**config.mk**
```make
export PLATFORM = sky130hd
export DESIGN_NAME = cpu_mult_shift_unit
export DESIGN_NICKNAME = d
export VERILOG_FILES = /design/src/rtl/cpu_mult_shift_pkg.sv /design/src/rtl/cpu_mult_shift_datapath.sv /design/src/rtl/cpu_mult_shift_unit.sv
export SDC_FILE = /design/constraint.sdc
export NUM_CORES = 2
export LEC_CHECK = 0
export ABC_AREA = 1
export BUFFER_PORTS_ARGS = -buffer_cell sky130_fd_sc_hd__buf_2
export CELL_PAD_IN_SITES_DETAIL_PLACEMENT = 1
export CELL_PAD_IN_SITES_GLOBAL_PLACEMENT = 1
export CORE_ASPECT_RATIO = 0.75
export CORE_UTILIZATION = 45
export DETAILED_ROUTE_END_ITERATION = 10
export GPL_TIMING_DRIVEN = 0
export MAX_ROUTING_LAYER = met4
export PLACE_DENSITY = 0.76
export SLEW_MARGIN = 20
export SYNTH_ARGS = -nofsm -noshare
export SYNTH_HDL_FRONTEND = slang
export SYNTH_SLANG_ARGS = --single-unit
```
**constraint.sdc**
```tcl
create_clock -name clk -period 18.3 [get_ports clk]
set_input_delay 0 -clock clk [delete_from_list [all_inputs] [get_ports clk]]
set_output_delay 0 -clock clk [all_outputs]
set_load 0.02 [all_outputs]
```
**src/rtl/cpu_mult_shift_pkg.sv**
```systemverilog
// Shared operation encodings for the two-stage multiply/shift unit.
package cpu_mult_shift_pkg;

   localparam int MODE_W = 3;

   typedef enum logic [MODE_W-1:0] {
      MODE_MUL_LO = 3'd0,
      MODE_MUL_HI = 3'd1,
      MODE_SHL    = 3'd2,
      MODE_SHR_L  = 3'd3,
      MODE_SHR_A  = 3'd4,
      MODE_ROL    = 3'd5,
      MODE_ROR    = 3'd6,
      MODE_ZERO   = 3'd7
   } mode_e;

endpackage

```
**src/rtl/cpu_mult_shift_datapath.sv**
```systemverilog
// Combinational result generator: multiply (low/high half) and shift/rotate.
module cpu_mult_shift_datapath
   import cpu_mult_shift_pkg::*;
#(
   parameter int DATA_W = 32
) (
   input  logic [DATA_W-1:0] src1_i,
   input  logic [DATA_W-1:0] src2_i,
   input  mode_e             mode_i,
   input  logic              src1_signed_i,
   input  logic              src2_signed_i,
   output logic [DATA_W-1:0] result_o
);

   localparam int SHAMT_W = $clog2(DATA_W);

   logic [2*DATA_W-1:0] ext1, ext2, prod;
   logic [SHAMT_W-1:0]  shamt;
   logic [DATA_W-1:0]   rol_res, ror_res;

   always_comb begin
      shamt = src2_i[SHAMT_W-1:0];
      // Low 2*DATA_W bits of the extended product equal the true signed/unsigned product.
      ext1  = {{DATA_W{src1_signed_i & src1_i[DATA_W-1]}}, src1_i};
      ext2  = {{DATA_W{src2_signed_i & src2_i[DATA_W-1]}}, src2_i};
      prod  = ext1 * ext2;
   end

   // Index arithmetic wraps at SHAMT_W bits, giving modulo-DATA_W rotation.
   always_comb begin
      rol_res = '0;
      ror_res = '0;
      for (int i = 0; i < DATA_W; i++) begin
         ror_res[i] = src1_i[SHAMT_W'(i) + shamt];
         rol_res[i] = src1_i[SHAMT_W'(i) - shamt];
      end
   end

   always_comb begin
      result_o = '0;
      case (mode_i)
         MODE_MUL_LO: result_o = prod[DATA_W-1:0];
         MODE_MUL_HI: result_o = prod[2*DATA_W-1:DATA_W];
         MODE_SHL:    result_o = src1_i << shamt;
         MODE_SHR_L:  result_o = src1_i >> shamt;
         MODE_SHR_A:  result_o = DATA_W'($signed(src1_i) >>> shamt);
         MODE_ROL:    result_o = rol_res;
         MODE_ROR:    result_o = ror_res;
         default:     result_o = '0;
      endcase
   end

endmodule

```
**src/rtl/cpu_mult_shift_unit.sv**
```systemverilog
// Two-stage multiply/shift unit: stage 1 latches operands on M_en, stage 2
// registers the computed result on A_en.
module cpu_mult_shift_unit
   import cpu_mult_shift_pkg::*;
#(
   parameter int DATA_W = 32
) (
   input  logic              clk,
   input  logic              reset_n,
   input  logic              E_valid,
   input  logic [DATA_W-1:0] E_src1,
   input  logic [DATA_W-1:0] E_src2,
   input  logic [MODE_W-1:0] E_mode,
   input  logic              E_src1_signed,
   input  logic              E_src2_signed,
   input  logic              M_en,
   input  logic              A_en,
   input  logic              M_flush,
   output logic [DATA_W-1:0] A_result,
   output logic              A_result_valid
);

   logic              m_valid_q, m_valid_d;
   logic [DATA_W-1:0] m_src1_q, m_src1_d;
   logic [DATA_W-1:0] m_src2_q, m_src2_d;
   mode_e             m_mode_q, m_mode_d;
   logic              m_s1s_q, m_s1s_d;
   logic              m_s2s_q, m_s2s_d;
   logic [DATA_W-1:0] a_result_q, a_result_d;
   logic              a_valid_q, a_valid_d;
   logic [DATA_W-1:0] dp_result;

   cpu_mult_shift_datapath #(.DATA_W(DATA_W)) u_datapath (
      .src1_i        (m_src1_q),
      .src2_i        (m_src2_q),
      .mode_i        (m_mode_q),
      .src1_signed_i (m_s1s_q),
      .src2_signed_i (m_s2s_q),
      .result_o      (dp_result)
   );

   always_comb begin
      m_valid_d  = m_valid_q;
      m_src1_d   = m_src1_q;
      m_src2_d   = m_src2_q;
      m_mode_d   = m_mode_q;
      m_s1s_d    = m_s1s_q;
      m_s2s_d    = m_s2s_q;
      a_result_d = a_result_q;
      a_valid_d  = a_valid_q;
      if (M_en) begin
         m_valid_d = E_valid;
         m_src1_d  = E_src1;
         m_src2_d  = E_src2;
         m_mode_d  = mode_e'(E_mode);
         m_s1s_d   = E_src1_signed;
         m_s2s_d   = E_src2_signed;
      end
      // A flushed instruction still writes its result; only the valid bit is killed.
      if (A_en) begin
         a_result_d = dp_result;
         a_valid_d  = m_valid_q & ~M_flush;
      end
   end

   always_ff @(posedge clk or negedge reset_n) begin
      if (!reset_n) begin
         m_valid_q  <= 1'b0;
         m_src1_q   <= '0;
         m_src2_q   <= '0;
         m_mode_q   <= MODE_MUL_LO;
         m_s1s_q    <= 1'b0;
         m_s2s_q    <= 1'b0;
         a_result_q <= '0;
         a_valid_q  <= 1'b0;
      end else begin
         m_valid_q  <= m_valid_d;
         m_src1_q   <= m_src1_d;
         m_src2_q   <= m_src2_d;
         m_mode_q   <= m_mode_d;
         m_s1s_q    <= m_s1s_d;
         m_s2s_q    <= m_s2s_d;
         a_result_q <= a_result_d;
         a_valid_q  <= a_valid_d;
      end
   end

   assign A_result       = a_result_q;
   assign A_result_valid = a_valid_q;

endmodule

```
Word-level counts from Yosys, hierarchy flattened
Cells that the tools add are included.

Multiply operators: 1. Reduce and logical (&&, ||, !) cells: 1. Bitwise gates (word level): 4. $lt $le $gt $ge: 64. Mux-type cells: 129. Add/sub/neg operators: 63. Eq/ne operators: 6. Shifts and indexed selects: 3.

Operator list (number): $lt A5 B6 Y1 const B (64); $bmux W1 S5 (64); $pmux W32 S7 (1); $add A5 B5 Y5 const A (16); $sub A5 B5 Y5 const A (16); $mul A33 B33 Y64 (1); $mux W1 (64); $add A4 B5 Y5 const A (8); $sub A4 B5 Y5 const A (8); $shl A32 B5 Y32 (1); $shr A32 B5 Y32 (1); $sshr A32 B5 Y32 (1); $add A3 B5 Y5 const A (4); $sub A3 B5 Y5 const A (4); $add A2 B5 Y5 const A (2); $sub A1 B5 Y5 const A (2); $sub A2 B5 Y5 const A (2); $eq A3 B3 Y1 const B (3); $eq A3 B2 Y1 const B (2); $add A1 B5 Y5 const A (1); $and A1 B1 Y1 (3); $eq A3 B1 Y1 const B (1); $logic_not A3 Y1 (1); $not A1 Y1 (1).

Bits of input ports: 75. Logic and storage cells: 279. Flip-flop bits (word level): 103.

Longest topological paths before layout
Depth after elaboration: 4. Gate-level depth with buffers: 40.

Hierarchy
Synthesis repeated with hierarchy kept, for this count alone.

Cells, all modules: 7163. Area total of the unflattened synthesis: 51281.7 µm².

By module, submodules not included: cpu_mult_shift_datapath (cells each 6727, area each 47296.6 µm², sequential area each 0.0 µm², times used 1); cpu_mult_shift_unit (cells each 436, area each 3985.1 µm², sequential area each 2577.5 µm², times used 1).

Least setup slack after synthesis
OpenSTA, ideal clock, no wires.

Kind: reg-to-reg. Start point: register m_src1_q[31]. End point: register a_result_q[29] (netlist: A_result[29]). Cell stages (with the launch flop): 33. Required time: 18183 ps. Setup slack: 10558 ps. Arrival: 7625 ps. Clock period less this slack: 7742 ps. Path buffers: 3. Cell sequence: dfrtp_1 buf_2 nand2_1 clkbuf_1 clkbuf_1 nor2_1 fa_1 inv_1 fa_1 inv_1 fa_1 inv_1 fa_1 fa_1 inv_1 fa_1 inv_1 fa_1 fa_1 inv_1 ha_1 nand2_1 nor2_1 nand2_1 nor2_1 nor3b_1 nand2_1 nand3_1 nand2_1 nand3_1 nand3_1 nand2_1 nand2_1.

Word-level cells in the longest chain between the ends: 3.

RTL lines: start, declared (RTL line cpu_mult_shift_unit.sv:24) `logic [DATA_W-1:0] m_src1_q, m_src1_d;`; start signal, assigned (RTL line cpu_mult_shift_unit.sv:78) `m_src1_q <= m_src1_d;`; $and A1 B1 Y1 (tied with other cells) (RTL line cpu_mult_shift_datapath.sv:24) `ext1 = {{DATA_W{src1_signed_i & src1_i[DATA_W-1]}}, src1_i};`; $mul A33 B33 Y64 (tied with other cells) (RTL line cpu_mult_shift_datapath.sv:26) `prod = ext1 * ext2;`; $pmux W32 S7 (*) (RTL line cpu_mult_shift_datapath.sv:41) `case (mode_i)`; end signal, assigned (RTL line cpu_mult_shift_unit.sv:83) `a_result_q <= a_result_d;`; end, declared (RTL line cpu_mult_shift_unit.sv:29) `logic [DATA_W-1:0] a_result_q, a_result_d;`.

Mark *: on every way between the ends. The rest lies on a longest branch, timed or not. The select of a mux whose other input is x is not followed. A chain may end at the register's enable or synchronous reset.

Worst setup path after layout
Same ends and word-level chain as after synthesis.

==> results.cfg <==
[status]
status = finished clean

[logic_synthesis]
synth-edff-count = 0
synth_warnings = 0
synth_compound_area_share_pct = 3.04
synth_top_cell_by_area = fa_1
synthAdderAreaFrac_pct = 49.0
syn_inst = 7216
synthesis.area_mm2 = 0.0517
synth.yosys.seq_area_share_pct = 4.99
ys_ff_latch = 103
synth_flop_cell = dfrtp_1
synth_top_area_share_pct = 43.6
synth_fp_nets = 8638
synth_top_family_by_area = adder cells
synthTopCellsByArea = fa_1 (44%), nand2_1 (16%), inv_1 (13%), nand3_1 (6.7%), ha_1 (5.4%)
avgSynthCellArea_um2 = 7.16
synthMuxAreaShare_pct = 0.501
synth_simple_gate_area_share_pct = 26.1
ys_types = 48
synth_xor_area_share_pct = 0.673
async_reset_ff_share_pct = 100

[setup_path]
max_stage_delay_ns = 0.92
reg2reg_from = m_src1_q[31]
reg2reg_depth = 30
r2r-end = A_result[29]
endpoint_kind = flop
crit_type = reg2reg
slowest_stage = clkbuf_1
path_buf_inv = 7
worst_ep_arrival_time_ns = 11.77
rrSetupSlack_ns = 6.87
cp_max_fo = 10
crit_family = adder cells
critPathMostFrequentCell = fa_1
path_depth = 30
worstPathRequired_ns = 18.65
critPathLaunchType = flop

[worst_hold_path]
min_path_type = in2async

[finish]
multi_input_area_mm2 = 0.0410
regArea_mm2 = 0.00258
nFillCells = 14735
drive_gt1_share_pct = 3.76
area_delta_synth_final_pct = 7.07
nets = 8829

[global_routing]
grt_pass1_wl_um = 400000
grt_max_degree = 58
grt_use_total_pct = 51.2
antenna_found_initial = 25
gr-total-overflow = 0
grt_pass1_vias = 54997

[routing]
wl_per_cell_um = 31.6
dr.pass1.iters = 8
ant_nets = 0
wl_um = 284000
dr_total_vias = 52785
first_iter_violations = 6693
drc_errors = 0
vias_per_cell = 5.88

[timing]
fin_crit_ns = 11.43
max_slew_margin_pct = 11.2
setup_viol = 0
skew_ns = 0.0403
finalCritPeriodShare_pct = 62.4
hold_violations = 0
drv_slew = 0
setup_tns_ns = 0
worst_slew_pin_slew_ns = 1.33
rsz0062_at_grt = no
achievable-frequency_mhz = 87.5

[clock_tree]
clk_pin_slew_worst_paths_ns = 0.12
insertion_delay_ns = 0.48
clock_path_buffers = 2
clock-sinks = 103
cts-resized-gates = 0
htree_num_levels = 3
cts_tree = done
tritoncts.num_buffers = 9
cts_root_buffer = clkbuf_16

[placement]
io_buffers = 105
gp_congestion = 1.10
post-dp-hpwl_um = 238000

[floorplanning]
die_y_um = 295
die_w_um = 393
rows = 107
initial_utilization_pct = 45.5
fp.coreArea_mm2 = 0.114
ios = 108
dieArea_mm2 = 0.116

[run]
drv_cap = 0
[cell usage after synthesis, types with 2 or more instances]
| master | number |
|---|---|
| clkbuf_1 | 271 |
| a21boi_0 | 5 |
| nand2_2 | 6 |
| nor4_1 | 4 |
| o21a_1 | 7 |
| a22oi_1 | 2 |
| nor2_1 | 247 |
| o21ai_0 | 124 |
| and2_1 | 2 |
| nand2_1 | 2261 |
| buf_2 | 42 |
| or2_2 | 12 |
| o211ai_1 | 7 |
| nor3_2 | 3 |
| o21ai_1 | 23 |
| xor2_1 | 20 |
| clkinv_1 | 2 |
| a21oi_2 | 4 |
| a21oi_1 | 105 |
| xnor2_1 | 3 |
| buf_1 | 36 |
| buf_6 | 6 |
| buf_4 | 12 |
| ha_1 | 222 |
| and3_1 | 4 |
| xor2_2 | 7 |
| inv_1 | 1750 |
| xnor2_2 | 2 |
| mux2_2 | 23 |
| nand4_1 | 26 |
| inv_2 | 4 |
| nor3_1 | 12 |
| o21bai_1 | 10 |
| nand3_1 | 694 |
| nor2_2 | 7 |
| fa_1 | 1125 |
| dfrtp_1 | 103 |
| nand3b_1 | 13 |
[area by class of cell]
type | instances | area share [%]
buffer | 367 | 2.80
timing repair buffer | 180 | 2.39
multi-input combinational | 4989 | 74.1
inverter | 1757 | 11.9
tap | 1526 | 3.45
clock buffer | 10 | 0.414
sequential | 103 | 4.66
antenna | 38 | 0.172
clock inverter | 6 | 0.115
[flip-flops by register name, summed over array words and instances (netlist names)]
name	cells
A_result_valid	1
m_src2_q	32
m_mode_q	3
m_s1s_q	1
m_src1_q	32
m_valid_q	1
m_s2s_q	1
A_result	32
[stage by stage]
step,setup slack [ns],hold WS (ns),util (%),instance area [µm²],cells
floorplan,10.56,-0.296,-,51700,7216
global placement,7.77,0.188,47.6,54100,8847
detailed placement,7.55,-0.0215,47.7,54200,8850
CTS,7.43,0.0293,48.6,55200,8938
global route,6.79,0.114,48.6,55300,8966
finish,6.87,0.0440,48.7,55300,8976
[cells by family after synthesis]
kind of cell / count (synthesis)
multiplexers: 23
adder cells (fa/ha/maj): 1347
AND/OR/NAND/NOR: 3295
buffers and inverters: 2124
XOR/XNOR: 32
flip-flops: 103
AO/OA/AOI/OAI: 292
[metal layers]
layer	vias to the layer above	track usage, %	part of all wire (%)
li1	21372	-	-
met1	27005	65.7	39
met2	3548	66.9	39
met3	860	23.9	16
met4	0	25.2	5.9
met5	-	-	0
[cell usage in the layout (no fill, tap or decap), types with 5 or more instances in the layout]
cell type      count
nand2_1         2261
inv_1           1750
fa_1            1124
nand3_1          694
clkbuf_1         251
nor2_1           246
ha_1             222
buf_2            146
o21ai_0          124
a21oi_1          104
dfrtp_1          103
dlygate4sd3_1     72
diode_2           38
buf_1             36
nand4_1           26
mux2_2            23
o21ai_1           23
clkbuf_2          21
xor2_1            20
nand3b_1          13
buf_4             12
or2_2             12
nor3_1            12
o21bai_1          10
clkbuf_16          9
nor2_2             8
buf_6              7
xor2_2             7
o21a_1             7
o211ai_1           7
nand2_2            6
a21boi_0           5
a21oi_2            5
[worst max path at each step]
stage	slack, ns	end	start
after floorplan	10.56	A_result[29]	m_src1_q[31]
after global placement	7.77	A_result[24]	m_src1_q[31]
after detailed placement	7.55	A_result[29]	m_src1_q[31]
after CTS	7.43	A_result[29]	m_src1_q[31]
after global routing	6.79	A_result[26]	m_src1_q[31]
final	6.87	A_result[29]	m_src1_q[31]
[what timing repair did]
| item | CTS | global route |
|---|---|---|
| setup buffers | 0 | 0 |
| setup endpoints to repair | 0 | 0 |
| endpoints found under the hold margin | 174 | 0 |
| hold buffers | 72 | 0 |
Power is left out: the tool's default activity adds up to more than one toggle a clock period on the data nets, which glitch-free logic cannot reach.
